### src/rtl/router_out_reader.sv
// Drains one router output FIFO, re-frames each packet as a sop/eop-marked byte stream
// and checks the trailing XOR parity byte against the header and payload.
module router_out_reader #(
    parameter int unsigned START_DELAY = 2
) (
    input  logic        clock,
    input  logic        reset,
    input  logic        vld_out,
    input  logic [7:0]  data_out,
    input  logic        soft_rst,
    input  logic        stall,
    output logic        read_enb,
    output logic [7:0]  pkt_data,
    output logic        pkt_data_vld,
    output logic        pkt_sop,
    output logic        pkt_eop,
    output logic [5:0]  pkt_len,
    output logic [1:0]  pkt_addr,
    output logic        pkt_done,
    output logic        pkt_err,
    output logic        pkt_abort,
    output logic [15:0] pkt_count
);

    localparam logic [2:0] S_IDLE     = 3'd0;
    localparam logic [2:0] S_WAIT     = 3'd1;
    localparam logic [2:0] S_HDR_RD   = 3'd2;
    localparam logic [2:0] S_HDR_WAIT = 3'd3;
    localparam logic [2:0] S_BODY     = 3'd4;
    localparam logic [2:0] S_DONE     = 3'd5;

    localparam logic [4:0] DCNT_LAST = (START_DELAY == 0) ? 5'd0 : 5'(START_DELAY - 1);

    logic [2:0]  r_state;
    logic [4:0]  r_dcnt;
    logic [6:0]  r_remaining;
    logic [6:0]  r_issued;
    logic [6:0]  r_received;
    logic        r_inflight;
    logic [7:0]  r_acc;
    logic [7:0]  r_pkt_data;
    logic        r_data_vld;
    logic        r_sop;
    logic        r_eop;
    logic [5:0]  r_len;
    logic [1:0]  r_addr;
    logic        r_done;
    logic        r_err;
    logic        r_abort;
    logic [15:0] r_count;

    logic w_body_more;
    logic w_read_enb;
    logic w_last_byte;
    logic w_abort;

    assign w_body_more = (r_issued < r_remaining);
    assign w_last_byte = (r_received == (r_remaining - 7'd1));
    assign w_abort     = soft_rst && (r_state != S_IDLE);

    // soft_rst kills any read in the same cycle; the FIFO is being flushed under us
    assign w_read_enb = !soft_rst && vld_out && !stall &&
                        ((r_state == S_HDR_RD) || ((r_state == S_BODY) && w_body_more));

    always_ff @(posedge clock or posedge reset) begin
        if (reset) begin
            r_state     <= S_IDLE;
            r_dcnt      <= 5'd0;
            r_remaining <= 7'd0;
            r_issued    <= 7'd0;
            r_received  <= 7'd0;
            r_inflight  <= 1'b0;
            r_acc       <= 8'h00;
            r_pkt_data  <= 8'h00;
            r_data_vld  <= 1'b0;
            r_sop       <= 1'b0;
            r_eop       <= 1'b0;
            r_len       <= 6'd0;
            r_addr      <= 2'd0;
            r_done      <= 1'b0;
            r_err       <= 1'b0;
            r_abort     <= 1'b0;
            r_count     <= 16'd0;
        end else begin
            r_data_vld <= 1'b0;
            r_sop      <= 1'b0;
            r_eop      <= 1'b0;
            r_done     <= 1'b0;
            r_err      <= 1'b0;
            r_abort    <= 1'b0;
            if (w_abort) begin
                r_state    <= S_IDLE;
                r_abort    <= 1'b1;
                r_inflight <= 1'b0;
            end else begin
                // header read returns in HDR_WAIT, so only body reads are tracked here
                r_inflight <= w_read_enb && (r_state == S_BODY);
                case (r_state)
                    S_IDLE: begin
                        if (vld_out) begin
                            r_dcnt  <= 5'd0;
                            r_state <= (START_DELAY == 0) ? S_HDR_RD : S_WAIT;
                        end
                    end
                    S_WAIT: begin
                        if (!vld_out) begin
                            r_state <= S_IDLE;
                        end else if (r_dcnt == DCNT_LAST) begin
                            r_state <= S_HDR_RD;
                        end else begin
                            r_dcnt <= r_dcnt + 5'd1;
                        end
                    end
                    S_HDR_RD: begin
                        if (w_read_enb) begin
                            r_state <= S_HDR_WAIT;
                        end
                    end
                    S_HDR_WAIT: begin
                        r_len       <= data_out[7:2];
                        r_addr      <= data_out[1:0];
                        r_acc       <= data_out;
                        r_remaining <= {1'b0, data_out[7:2]} + 7'd1;
                        r_issued    <= 7'd0;
                        r_received  <= 7'd0;
                        r_pkt_data  <= data_out;
                        r_data_vld  <= 1'b1;
                        r_sop       <= 1'b1;
                        r_state     <= S_BODY;
                    end
                    S_BODY: begin
                        if (w_read_enb) begin
                            r_issued <= r_issued + 7'd1;
                        end
                        if (r_inflight) begin
                            r_pkt_data <= data_out;
                            r_data_vld <= 1'b1;
                            r_received <= r_received + 7'd1;
                            if (w_last_byte) begin
                                r_eop   <= 1'b1;
                                r_done  <= 1'b1;
                                r_err   <= (r_acc != data_out);
                                r_state <= S_DONE;
                                if (r_acc == data_out) begin
                                    r_count <= r_count + 16'd1;
                                end
                            end else begin
                                r_acc <= r_acc ^ data_out;
                            end
                        end
                    end
                    S_DONE: begin
                        r_state <= S_IDLE;
                    end
                    default: begin
                        r_state <= S_IDLE;
                    end
                endcase
            end
        end
    end

    assign read_enb     = w_read_enb;
    assign pkt_data     = r_pkt_data;
    assign pkt_data_vld = r_data_vld;
    assign pkt_sop      = r_sop;
    assign pkt_eop      = r_eop;
    assign pkt_len      = r_len;
    assign pkt_addr     = r_addr;
    assign pkt_done     = r_done;
    assign pkt_err      = r_err;
    assign pkt_abort    = r_abort;
    assign pkt_count    = r_count;

endmodule

### config.mk
export PLATFORM = sky130hd
export DESIGN_NAME = router_out_reader
export DESIGN_NICKNAME = d
export VERILOG_FILES = /design/src/rtl/router_out_reader.sv
export SDC_FILE = /design/constraint.sdc
export NUM_CORES = 1
export LEC_CHECK = 0
export BUFFER_PORTS_ARGS = -buffer_cell sky130_fd_sc_hd__buf_4
export CORE_MARGIN = 5
export CORE_UTILIZATION = 52
export DETAILED_ROUTE_END_ITERATION = 8
export MAX_ROUTING_LAYER = met4
export PLACE_DENSITY = 0.86
export SETUP_SLACK_MARGIN = 0.02
export SYNTH_ARGS = -nofsm -noshare
export SYNTH_HDL_FRONTEND = slang
export SYNTH_SLANG_ARGS = --single-unit
### constraint.sdc
create_clock -name clock -period 2.49 [get_ports clock]
set_input_delay 0.498 -clock clock [delete_from_list [all_inputs] [get_ports clock]]
set_output_delay 0.498 -clock clock [all_outputs]
set_load 0.05 [all_outputs]
Word level (Yosys, flattened, before mapping)
Cells that the tools add are included.
- register bits after elaboration: 75
- bits in latches: 0
- RAM bits: 0
- memory bits (read-only): 0
- input port bits: 13
- output and inout bits: 39
- logic and storage cells: 100
- memories kept: 0
- add/subtract/negate cells: 6
- multipliers: 0
- divide/modulo/power cells: 0
- $lt $le $gt $ge: 1
- equal/unequal tests: 19
- shift operators: 0
- muxes and demuxes: 36
- bitwise operators: 2
- reductions and logical operators: 20
- operator list (operator ; count):
    8-bit case mux with 2 select lines ; 2
    7-bit case mux with 2 select lines ; 2
    8-bit two-way mux ; 3
    3-bit two-way mux ; 7
    16-bit by 1-bit adder with 16-bit output (second input constant) ; 1
    5-bit two-way mux ; 3
    3-bit case mux with 5 select lines ; 1
    5-bit AND reduction ; 3
    7-bit by 1-bit adder with 7-bit output (second input constant) ; 2
    1-bit two-way mux ; 14
    7-bit two-way mux ; 2
    2-bit inequality test (second input constant) ; 6
    3-bit inequality test (second input constant) ; 4
    5-bit case mux with 2 select lines ; 1
    8-bit equality test ; 1
    8-bit inequality test ; 1
    8-bit XOR ; 1
    6-bit by 1-bit adder with 7-bit output (second input constant) ; 1
    7-bit equality test ; 1
    7-bit less-than comparator ; 1
    7-bit by 1-bit subtractor with 7-bit output (second input constant) ; 1
    3-bit by 2-bit equality test with 1-bit output (second input constant) ; 2
    1-bit logical AND ; 6
    3-bit AND reduction ; 2
    14 further kinds ; 16

Depth between registers and ports, before layout
- depth after elaboration: 7
- mapped depth: 9

Worst setup path after synthesis
Ideal clock, no wire load.
- path kind: register to output
- from: reg r_remaining[4]
- to: out read_enb
- arrival: 2.233 ns
- required time: 1.992 ns
- path slack: -0.241 ns
- cell stages (with the launch flop): 8
- path through: dfrtp_1 inv_1 ha_1 a21o_1 a21o_1 a211oi_1 o21ai_0 a21oi_1
- cells in the longest elaborated chain, start to end: 4
- RTL lines (element ; RTL line ; text):
    start: declaration ; 36 ; logic [6:0] r_remaining;
    start signal: assignment ; 123 ; r_remaining <= {1'b0, data_out[7:2]} + 7'd1;
    7-bit less-than comparator ; 57 ; assign w_body_more = (r_issued < r_remaining);
    1-bit logical AND ; 63 ; ((r_state == S_HDR_RD) || ((r_state == S_BODY) && w_body_more));
    1-bit logical OR ; 63 ;
    1-bit logical AND ; 62 ; assign w_read_enb = !soft_rst && vld_out && !stall &&
    end: declaration ; 12 ; output logic read_enb,
No other way between the ends.

Final worst setup path
Ends and elaborated chain as after synthesis.

==> reports/qor.txt <==
DR WL/cell: 16.2 microns
CTS H-Tree Depth: 3
Psw: 1.73 mW
WP data required: 1.99 ns
Worst setup EP type: output pin
Pwr per Cell Area: 888 nW/um^2
Final antenna-violating net count: 0
TritonCTS Buffers: 9
Placed Instance Area: 4540 sq um
Grt total ovfl: 0
Die H: 96.9 microns
Post-synthesis sequential area ratio: 47.8%
Pint: 2.59 mW
Initial antenna violation count: 0
Register share of total power: 38.0%
Max-slew violations: 0
CTS Buffer Depth: 2
Syn_nets: 419
Iteration-0 DRC Markers: 172
First-pass GRT wire length: 15.3 mm
CTS Root Cell: clkbuf_8
Die area: 9380 sq um
Via count: 3221
Critical path data arrival time: 1.99 ns
Ports: 52
Avg Synthesized Cell Area: 9.98 sq um
Setup-failing EPs final: 1
CTS tree: yes
Slew HR: 71.2%
Core Footprint: 7290 sq um
CP Cell Sequence: inv_2, ha_4, a21o_1, a21o_1, a211oi_2, o21ai_2, a21oi_4, buf_6
Worst hold path type: input pin to asynchronous set/reset pin
MaxCap Viol Count: 0
CP most frequent cell: a21o_1
Final Skew: 0.00573 ns
Starting density of the core: 53.8%
CP peak stage delay: 0.39 ns
Logic pwr share: 40.0%
Num rows: 31
Fin worst setup slack: -0.000106 ns
Total GRT Usage: 20.4%
I/O Buffers: 51
Routed WL: 9.25 mm
# nets final: 492
Critical-path top delay cell: dfrtp_1
Die width: 96.9 microns
Mapped Cells: 393
WP buf/inv: 2
Routability Congestion: 0.867
Initial DRT Pass Iterations: 6
P&R area growth vs syn: 24.0%
Post-DP HPWL: 6.29 mm
Setup TNS: -0.000106 ns
WHS: 0.225 ns
Crit start category: register
Warnings, synthesis: 0
# diodes: 0
Post-synth cell types: 51
CTS sink cnt: 75
Largest delay share family, worst path: compound AO/OA/AOI/OAI gates
Final Hold Vio Count: 0
Status: finished with violations
Share of cells above drive strength 1: 27.4%
Number of global-route vias before repair: 3174
RSZ-0062 raised after global routing: yes
Period minus WS final: 2.49 ns
Design Area, Final: 4860 sq um
Clock share of power: 22.1%
Max Freq: 0.402 GHz
Crit Path Category: register to output pin
Leak pwr: 2.38 nW
Drt drc: 0
Worst IR Drop VDD: 0.706 mV
Final worst-path cycle share: 100%
Tightest Pin Transition: 0.428 ns
Crit Path Max Fanout: 2
R2R setup slack: 0.12 ns
Yosys reg bits: 75
Mapped Area: 3920 sq um
Worst-skew pair later-pin latency: 0.35 ns
Clock-pin slew on the worst setup and hold paths: 0.08 ns
Largest net degree at the start of global routing: 76
Final Power: 4.32 mW
Net Sw Frac: 40.1%
Drt via density: 5.65
Failing checks: setup timing
-- worst register-to-register path: stages (launching register included) --
cell       delay (ns)
dfrtp_1          0.39
inv_2            0.10
ha_4             0.21
a21o_1           0.15
a21o_1           0.18
buf_4            0.14
a2111oi_4        0.38
o21ai_2          0.19
or3_1            0.39
mux2i_1          0.13
-- power by group through the flow --
stage,combinational [mW],sequential [mW],clock (mW)
5_1_grt,1.85,1.67,1.03
3_3_place_gp,1.56,1.65,0
6_report,1.73,1.64,0.953
2_1_floorplan,0.625,2.14,0
3_5_place_dp,1.60,1.66,0
4_1_cts,1.66,1.65,0.976
-- cells by family after synthesis --
logic type               Yosys count  share of synthesized area (%)
AO/OA/AOI/OAI                     65                           11.4
XOR/XNOR                          44                           10.2
adder cells (fa/ha/maj)           13                           4.15
buffers and inverters             35                           3.70
flip-flops                        75                           47.8
multiplexers                      12                           3.35
AND/OR/NAND/NOR                  149                           19.4
-- sequential cells by signal, summed over array words and instances (netlist names), 2 cells and up --
signal and flops:
pkt_count 16, pkt_data 8, r_acc 8, r_issued 7
r_received 7, r_remaining 7, pkt_len 6, r_dcnt 5
r_state 3, pkt_addr 2
-- cells in the mapped netlist, drive strengths merged --
cell     count  area share (%)
and2         3            0.48
a21oi       16             2.0
xor2        27             6.0
mux2i        3            0.77
nor4bb       1            0.26
nor2        26             2.5
nor4b        1            0.22
nor3        10             1.5
clkbuf      10            0.96
clkinv       1           0.096
nand3b       2            0.38
or2          1            0.16
inv         16             1.5
and4         1            0.22
xnor2       16             3.6
nand3       13             1.7
nand4       11             1.8
a21boi       1            0.19
nand2       54             5.2
o21a         8             1.5
dfrtp       75              48
a211oi       1            0.19
nand2b       3            0.48
a22o         1            0.22
and3         1            0.16
o32ai        1            0.22
o22ai        1            0.16
a21o         3            0.57
nor2b        2            0.32
mux2         9             2.6
o2111ai      4             1.1
ha          13             4.1
a41oi        8             1.8
xnor3        1            0.57
nor4         6            0.96
a2111oi      1            0.70
buf          8             1.1
or4          1            0.29
or3          7             1.1
nor3b        4             1.3
o211ai       2            0.38
or3b         2            0.45
o21ai       18             2.4
-- area by class of cell --
| cell class | instances | area, sq um |
|---|---|---|
| Timing Repair Buffer | 80 | 621 |
| Tap cell | 99 | 124 |
| Fill cell | 578 | 2430 |
| Clock buffer | 10 | 138 |
| Sequential cell | 75 | 1880 |
| Multi-Input combinational cell | 283 | 1980 |
| Clock inverter | 6 | 65.1 |
| Inverter | 17 | 63.8 |
-- stage by stage --
step	setup WS (ns)	instances	util, %
floorplan	0.0820	393	-
global placement	0.163	547	62.2
detailed placement	0.117	547	62.2
CTS	-0.00425	567	66.0
global route	-0.105	570	66.7
finish	-0.000106	570	66.7
-- final timing paths --
check	startpoint	end	cells past startpoint
max reg2reg	r_remaining[4]	r_issued[6]	9
max	r_remaining[4]	read_enb	8
min reg2reg	pkt_count[15]	pkt_count[15]	1
max in group asynchronous	reset	r_remaining[5]	3
min in group clock	soft_rst	r_state[2]	2
min	reset	r_dcnt[0]	3
-- layer usage --
metal / vias up / GRT usage [%] / wire [microns]
met3: 20 / 3.31 / 462
li1: 1523 / - / -
met5: - / - / 0
met4: 0 / 9.40 / 230
met1: 1577 / 24.8 / 3860
met2: 101 / 33.4 / 4700
-- layout by cell type, fill, tap and decap left out, types with 2 or more instances in the layout --
master     Yosys  layout
buf_4          2      77
dfrtp_1       75      74
nand2_1       54      54
xor2_1        27      27
nor2_1        26      26
xnor2_1       16      16
o21ai_0       16      15
inv_1         16      14
a21oi_1       16      14
nand3_1       13      13
ha_1          13      12
nand4_1       11      11
clkbuf_8       0      10
mux2_2         9       9
nor3_1         8       8
a41oi_1        8       8
o21a_1         8       8
or3_1          7       7
nor4_1         6       4
nor3b_2        4       3
mux2i_1        3       3
nand2b_1       3       3
a21o_1         3       3
nor2b_1        2       2
nand3b_1       2       2
and2_1         2       2
o21ai_2        1       2
o211ai_1       2       2
o2111ai_1      3       2
nor4_2         0       2
inv_2          0       2
nor3_2         2       2
clkinv_4       0       2
clkinv_2       0       2
buf_6          0       2
-- repair_timing --
action | CTS | global route
buffers inserted | 4 | 3
hold buffers | 0 | 0
gates resized for setup | 10 | 6
setup endpoints to repair | 9 | 25
endpoints found under the hold margin | 0 | 0
cloned | 0 | 0
pin swaps | 3 | 2
Power figures use the tool's default switching activity.
